## config.mk

```make
export PLATFORM = sky130hd
export DESIGN_NAME = packet_serializer_flat
export DESIGN_NICKNAME = d
export VERILOG_FILES = /design/src/rtl/packet_serializer_pkg.sv /design/src/rtl/packet_serializer_if.sv /design/src/rtl/packet_serializer_beat_selector.sv /design/src/rtl/packet_serializer.sv /design/src/flat_wrapper.sv
export SDC_FILE = /design/constraint.sdc
export NUM_CORES = 1
export LEC_CHECK = 0
export BUFFER_PORTS_ARGS = -buffer_cell sky130_fd_sc_hd__buf_2
export CORE_AREA = 10 10 364 366
export DETAILED_ROUTE_END_ITERATION = 12
export DIE_AREA = 0 0 374 376
export SLEW_MARGIN = 40
export SYNTH_ARGS = -nofsm -noshare
export SYNTH_HDL_FRONTEND = slang
export SYNTH_HIERARCHICAL = 1
export SYNTH_SLANG_ARGS = --single-unit
export TNS_END_PERCENT = 1
```

## constraint.sdc

```tcl
create_clock -name clock -period 3.1 [get_ports clock]
set_input_delay 0.62 -clock clock [delete_from_list [all_inputs] [get_ports clock]]
set_output_delay 0.62 -clock clock [all_outputs]
set_load 0.01 [all_outputs]
```

## src/rtl/packet_serializer_pkg.sv

```systemverilog
// Shared definitions for the packet serializer slice.
// Holds the packet geometry, the header field positions, the FSM state type
// and helpers that pull strobe/data word i out of a packed packet.
// Packet layout, LSB first: header, MAX_BEATS strobes, MAX_BEATS data words.
package serializer_pkg;

  localparam int HEADER_SIZE = 102;
  localparam int MAX_BEATS   = 4;
  localparam int STRB_SIZE   = 16;
  localparam int BEAT_SIZE   = 128;
  localparam int DATA_SIZE   = HEADER_SIZE + MAX_BEATS * (STRB_SIZE + BEAT_SIZE);
  localparam int WRITE_BIT   = 0;
  localparam int LEN_LSB     = 1;
  localparam int LEN_WIDTH   = $clog2(MAX_BEATS);
  localparam int COUNT_SIZE  = 32;

  // Strobes sit directly above the header, data words above all strobes.
  localparam int STRB_BASE = HEADER_SIZE;
  localparam int DATA_BASE = HEADER_SIZE + MAX_BEATS * STRB_SIZE;

  typedef logic [DATA_SIZE-1:0] packet_t;

  typedef enum logic [1:0] {
    IDLE,
    HEADER,
    DATA
  } state_t;

  function automatic logic [STRB_SIZE-1:0] packet_strb(input packet_t pkt,
                                                       input logic [LEN_WIDTH-1:0] idx);
    return pkt[STRB_BASE + int'(idx) * STRB_SIZE +: STRB_SIZE];
  endfunction

  function automatic logic [BEAT_SIZE-1:0] packet_beat(input packet_t pkt,
                                                       input logic [LEN_WIDTH-1:0] idx);
    return pkt[DATA_BASE + int'(idx) * BEAT_SIZE +: BEAT_SIZE];
  endfunction

endpackage

```

## src/rtl/packet_serializer_if.sv

```systemverilog
// Bundle of the serializer's handshake channels.
// Upstream: queues_to_serializer_valid/packet in, serializer_to_scheduler_ready out.
// Downstream: header channel (valid/ready/header) and beat channel
// (valid/ready/data/strb/last).
// master: the serializer itself; slave: the queue/scheduler and AXI adapter side.
interface packet_serializer_if;
  import serializer_pkg::*;

  logic                   queues_to_serializer_valid;
  packet_t                queues_to_serializer_packet;
  logic                   serializer_to_scheduler_ready;
  logic                   header_valid;
  logic                   header_ready;
  logic [HEADER_SIZE-1:0] header;
  logic                   beat_valid;
  logic                   beat_ready;
  logic [BEAT_SIZE-1:0]   beat_data;
  logic [STRB_SIZE-1:0]   beat_strb;
  logic                   beat_last;

  modport master (
    input  queues_to_serializer_valid, queues_to_serializer_packet,
           header_ready, beat_ready,
    output serializer_to_scheduler_ready, header_valid, header,
           beat_valid, beat_data, beat_strb, beat_last
  );

  modport slave (
    output queues_to_serializer_valid, queues_to_serializer_packet,
           header_ready, beat_ready,
    input  serializer_to_scheduler_ready, header_valid, header,
           beat_valid, beat_data, beat_strb, beat_last
  );

endinterface

```

## src/rtl/packet_serializer_beat_selector.sv

```systemverilog
// Combinational beat mux for the serializer.
// Ports: packet (registered packet), index (current beat number),
//        beat_data / beat_strb (selected data word and strobes).
// The index is LEN_WIDTH bits wide, so it can only address real beats.
module beat_selector
  import serializer_pkg::*;
(
  input  packet_t                packet,
  input  logic [LEN_WIDTH-1:0]   index,
  output logic [BEAT_SIZE-1:0]   beat_data,
  output logic [STRB_SIZE-1:0]   beat_strb
);

  // Pick strobe and data word for the current beat out of the held packet.
  always_comb begin
    beat_data = packet_beat(packet, index);
    beat_strb = packet_strb(packet, index);
  end

endmodule

```

## src/rtl/packet_serializer.sv

```systemverilog
// Packet serializer: accepts one packed packet and replays it as a header
// transfer followed by 1..MAX_BEATS data beats (write packets only).
// Ports: clock, reset (async, active low), bus (handshake channels, master
//        side), busy (a packet is in flight), packets_sent (completed packets,
//        wrapping counter).
module packet_serializer
  import serializer_pkg::*;
(
  input  logic                  clock,
  input  logic                  reset,
  packet_serializer_if.master   bus,
  output logic                  busy,
  output logic [COUNT_SIZE-1:0] packets_sent
);

  state_t               state;
  packet_t              packet_reg;
  logic [LEN_WIDTH-1:0] beat_index;
  logic [LEN_WIDTH-1:0] last_index;
  logic                 ready_reg;
  logic                 header_valid_reg;
  logic                 beat_valid_reg;
  logic                 beat_last;

  // The header length field holds beats-1, i.e. the index of the final beat.
  assign last_index = packet_reg[LEN_LSB +: LEN_WIDTH];
  assign beat_last  = (beat_index == last_index);

  assign bus.serializer_to_scheduler_ready = ready_reg;
  assign bus.header_valid                  = header_valid_reg;
  assign bus.header                        = packet_reg[HEADER_SIZE-1:0];
  assign bus.beat_valid                    = beat_valid_reg;
  assign bus.beat_last                     = beat_last;

  beat_selector u_beat_selector (
    .packet    (packet_reg),
    .index     (beat_index),
    .beat_data (bus.beat_data),
    .beat_strb (bus.beat_strb)
  );

  // Main FSM. Valids, ready and busy are registered alongside the state so they
  // never depend combinationally on the input handshake. ready stays low while
  // reset is held and comes up on the first clock after release.
  always_ff @(posedge clock or negedge reset) begin
    if (!reset) begin
      state            <= IDLE;
      packet_reg       <= '0;
      beat_index       <= '0;
      packets_sent     <= '0;
      ready_reg        <= 1'b0;
      header_valid_reg <= 1'b0;
      beat_valid_reg   <= 1'b0;
      busy             <= 1'b0;
    end else begin
      case (state)
        IDLE: begin
          if (ready_reg && bus.queues_to_serializer_valid) begin
            packet_reg       <= bus.queues_to_serializer_packet;
            beat_index       <= '0;
            state            <= HEADER;
            ready_reg        <= 1'b0;
            header_valid_reg <= 1'b1;
            busy             <= 1'b1;
          end else begin
            ready_reg <= 1'b1;
          end
        end
        HEADER: begin
          if (bus.header_ready) begin
            header_valid_reg <= 1'b0;
            if (packet_reg[WRITE_BIT]) begin
              state          <= DATA;
              beat_valid_reg <= 1'b1;
            end else begin
              state        <= IDLE;
              ready_reg    <= 1'b1;
              busy         <= 1'b0;
              packets_sent <= packets_sent + 1'b1;
            end
          end
        end
        DATA: begin
          if (bus.beat_ready) begin
            if (beat_last) begin
              state          <= IDLE;
              beat_valid_reg <= 1'b0;
              ready_reg      <= 1'b1;
              busy           <= 1'b0;
              packets_sent   <= packets_sent + 1'b1;
            end else begin
              beat_index <= beat_index + 1'b1;
            end
          end
        end
        default: begin
          state            <= IDLE;
          ready_reg        <= 1'b0;
          header_valid_reg <= 1'b0;
          beat_valid_reg   <= 1'b0;
          busy             <= 1'b0;
        end
      endcase
    end
  end

endmodule

```

## src/flat_wrapper.sv

```systemverilog
// flat-port wrapper written by rule: the top's interface ports become plain ports
module packet_serializer_flat import serializer_pkg::*;
  (clock, reset, busy, packets_sent, bus_queues_to_serializer_valid, bus_queues_to_serializer_packet, bus_header_ready, bus_beat_ready, bus_serializer_to_scheduler_ready, bus_header_valid, bus_header, bus_beat_valid, bus_beat_data, bus_beat_strb, bus_beat_last);
  packet_serializer_if bus_i ();
  input  logic clock;
  input  logic reset;
  output logic busy;
  output logic [COUNT_SIZE-1:0] packets_sent;
  input wire logic [$bits(bus_i.queues_to_serializer_valid)-1:0] bus_queues_to_serializer_valid;
  input wire logic [$bits(bus_i.queues_to_serializer_packet)-1:0] bus_queues_to_serializer_packet;
  input wire logic [$bits(bus_i.header_ready)-1:0] bus_header_ready;
  input wire logic [$bits(bus_i.beat_ready)-1:0] bus_beat_ready;
  output wire logic [$bits(bus_i.serializer_to_scheduler_ready)-1:0] bus_serializer_to_scheduler_ready;
  output wire logic [$bits(bus_i.header_valid)-1:0] bus_header_valid;
  output wire logic [$bits(bus_i.header)-1:0] bus_header;
  output wire logic [$bits(bus_i.beat_valid)-1:0] bus_beat_valid;
  output wire logic [$bits(bus_i.beat_data)-1:0] bus_beat_data;
  output wire logic [$bits(bus_i.beat_strb)-1:0] bus_beat_strb;
  output wire logic [$bits(bus_i.beat_last)-1:0] bus_beat_last;
  assign bus_i.queues_to_serializer_valid = bus_queues_to_serializer_valid;
  assign bus_i.queues_to_serializer_packet = bus_queues_to_serializer_packet;
  assign bus_i.header_ready = bus_header_ready;
  assign bus_i.beat_ready = bus_beat_ready;
  assign bus_serializer_to_scheduler_ready = bus_i.serializer_to_scheduler_ready;
  assign bus_header_valid = bus_i.header_valid;
  assign bus_header = bus_i.header;
  assign bus_beat_valid = bus_i.beat_valid;
  assign bus_beat_data = bus_i.beat_data;
  assign bus_beat_strb = bus_i.beat_strb;
  assign bus_beat_last = bus_i.beat_last;
  packet_serializer u_core (.clock(clock), .reset(reset), .bus(bus_i), .busy(busy), .packets_sent(packets_sent));
endmodule
```

==> flow_summary.yaml <==
outcome:
  status: "finished, final reports clean"
clocking:
  clock_latency_ps: 690
  clock_sinks: 718
  clockBufferDepth: 3
  path_clk_slew_ps: 60
  cts_root_buf: "clkbuf_16"
  cts_tree: "built"
  cts.htree.levels: 3
  cts-buffers-inserted: 83
synthesis:
  synth_nets: 2592
  synth_seq_cells: 718
  synth_flop_cell: "dfrtp_1"
  synth.most_common_cell: "dfrtp_1"
  synth_cells: 1903
  synth_top_area_share_pct: 57.6
  synth_seq_area_share_pct: 57.6
  synth-edff-count: 0
  syn_area_um2: 31200
  synth_area_leaders: "dfrtp_1 (58%), mux2_2 (25%), mux4_2 (10%)"
  yosys_warnings: 6
  synthArstFlopShare_pct: 100
  synth_commonest_cells: "dfrtp_1 (718), mux2_2 (680), mux4_2 (144)"
  ys_types: 38
  synth_area_leader_cell: "dfrtp_1"
  syn-mean-instance-area_um2: 16.4
power_and_ir_drop:
  peakVddDrop_uv: 644
  power_uw: 42300
  p_leak_uw: 0.0182
  pwr_density_cell_nw_per_um2: 1050
critical_path:
  worst_setup_path_end_kind: "output pin"
  crit_chain: "buf_12, mux4_2, buf_2"
  cp.arrival_ps: 2330
  path_class: "reg -> out"
  crit_buf_inv: 2
  critPathTopFamily: "flip-flops"
  required_ps: 2480
  crit_path_start_kind: "register"
  crit_fanout: 62
  slowest_stage: "dfrtp_4"
  slowest_delay_ps: 590
floorplanning:
  die_area_um2: 141000
  placementRows: 130
  fp.dieH_um: 376
  fp.coreArea_um2: 125000
  die_width_um: 374
  boundaryPins: 966
  start_util_pct: 24.9
drt:
  first_pass_iters: 5
  drt_iter0_drc: 1045
  via_count: 19700
  wl_per_cell_um: 22.5
  wl_um: 102000
  route.antenna.remaining_nets: 0
  post-route-drc-count: 0
  viasPerCell: 4.33
sta:
  rsz0062_at_grt: "false"
  hold_viol_final: 0
  tightest_slew_ps: 641
  tns_ps: 0
  finalSetupViolations: 0
  fin_crit_sh_pct: 95.1
  slew_viol_final: 0
  post-route-min-period_ps: 2950
  fmax_mhz: 339
  clock_skew_ps: 28.8
  timing.slew.headroom_pct: 57.3
  fin_hold_ws_ps: 155
global_route:
  antenna_found_initial: 56
  grt_max_degree: 102
  grt.overflow.total: 0
  grt_use_total_pct: 13.9
  grt_first_pass_wirelength_um: 148000
  first_global_vias: 21800
cells_and_area:
  largest_register_ffs: 678
  nNetsFinal: 3507
  drive_above_1_share_pct: 69.4
  instances_no_fill: 4546
  syn2layout_area_growth_pct: 29.6
flow_run:
  maxCapViolCount: 0
min_path:
  hold_class: "in -> reg"
place:
  dpl.hpwl_um: 80100
  place_congestion: 0.875
  dp_cells: 4380
  io_buffers: 965
-- worst reg2reg max path: stages, from the launching register on --
cell and delay (ps):
dfrtp_1 400, inv_1 100, ha_1 340, nand3_4 190, buf_12 210, buf_4 550, mux2_2 420
-- report_power, final --
part / internal (µW) / switching, µW
clock: 5740 / 4090
sequential: 14100 / 2850
combinational: 9020 / 6500
total: 28800 / 13400
-- logic make-up (layout without fill, tap and decap cells) --
| kind of cell | after synthesis | after routing | share of synthesized area (%) |
|---|---|---|---|
| muxes | 824 | 824 | 35.0 |
| DFF | 718 | 718 | 57.6 |
| buffers and inverters | 220 | 1200 | 4.31 |
| and+or+nand+nor | 89 | 89 | 1.61 |
| xor gates and xnor gates | 33 | 33 | 0.927 |
| AOI/OAI and AO/OA | 13 | 13 | 0.313 |
| adders and majority gates | 6 | 6 | 0.241 |
| other | 0 | 13 | 0 |
-- path summary, 6_finish.rpt --
kind	startpoint	slack, ps	endpoint	cells after the start
hold / removal	bus_queues_to_serializer_packet[334]	150	u_core/packet_reg[334]$_DFFE_PN0P_	2
min in group asynchronous	reset	520	u_core/packet_reg[278]$_DFFE_PN0P_	2
hold reg to reg	u_core/packets_sent[31]$_DFFE_PN0P_	490	u_core/packets_sent[31]$_DFFE_PN0P_	1
setup reg to reg	u_core/state[0]$_DFFE_PN0P_	760	u_core/packet_reg[656]$_DFFE_PN0P_	6
max in group asynchronous	reset	1550	u_core/packet_reg[179]$_DFFE_PN0P_	3
setup / recovery	u_core/beat_index[1]$_DFFE_PN0P_	150	bus_beat_data[47]	3
-- metal layers --
| layer | GRT usage [%] | wire, µm |
|---|---|---|
| met5 | 0 | 340 |
| met4 | 4.07 | 2640 |
| met3 | 5.35 | 8110 |
| met2 | 24.3 | 52200 |
| met1 | 15.6 | 39100 |
-- cells in the final DEF, fill, tap and decap left out, types with 5 or more instances in the layout --
cell        instances
buf_12             18
buf_4              55
clkbuf_16          84
mux2_2            680
buf_6               6
nor2_1             12
clkbuf_8           10
ha_1                6
mux4_2            144
clkinv_2           13
clkinvlp_4          5
bufinv_16           6
nand2_1            20
nand3_1            12
inv_1               7
buf_2             960
dfrtp_1           716
nand4_1            10
xor2_1             15
diode_2            13
o21ai_0             5
nor3_1             11
xnor2_1            18
clkbuf_1           24
-- final cells by class --
type                       count  area, µm²
antenna                       13       32.5
clock buffer                 117       2300
clock inverter                33        407
fill                       12500      84700
inverter                       7       26.3
multi-input combinational    965      11900
sequential                   718      18000
tap                         1650       2060
timing repair buffer        1043       5720
-- what timing repair did --
| item | CTS | global route |
|---|---|---|
| hold buffers | 1 | 0 |
| setup buffers | 0 | 1 |
| gates cloned | 0 | 1 |
| gates resized for setup | 6 | 1 |
| endpoints found under the setup margin | 34 | 52 |
| hold endpoints to repair | 37 | 0 |
-- per-stage QoR --
step | utilization, % | setup slack, ps | area, µm²
6_report | 32.3 | 152 | 40400
5_1_grt | 32.3 | 25.4 | 40400
4_1_cts | 32.2 | -24.7 | 40300
3_5_place_dp | 30.0 | 685 | 37600
3_3_place_gp | 30.0 | 727 | 37600
2_1_floorplan | - | 937 | 31200
No activity file was read; power rests on OpenSTA's default activity.
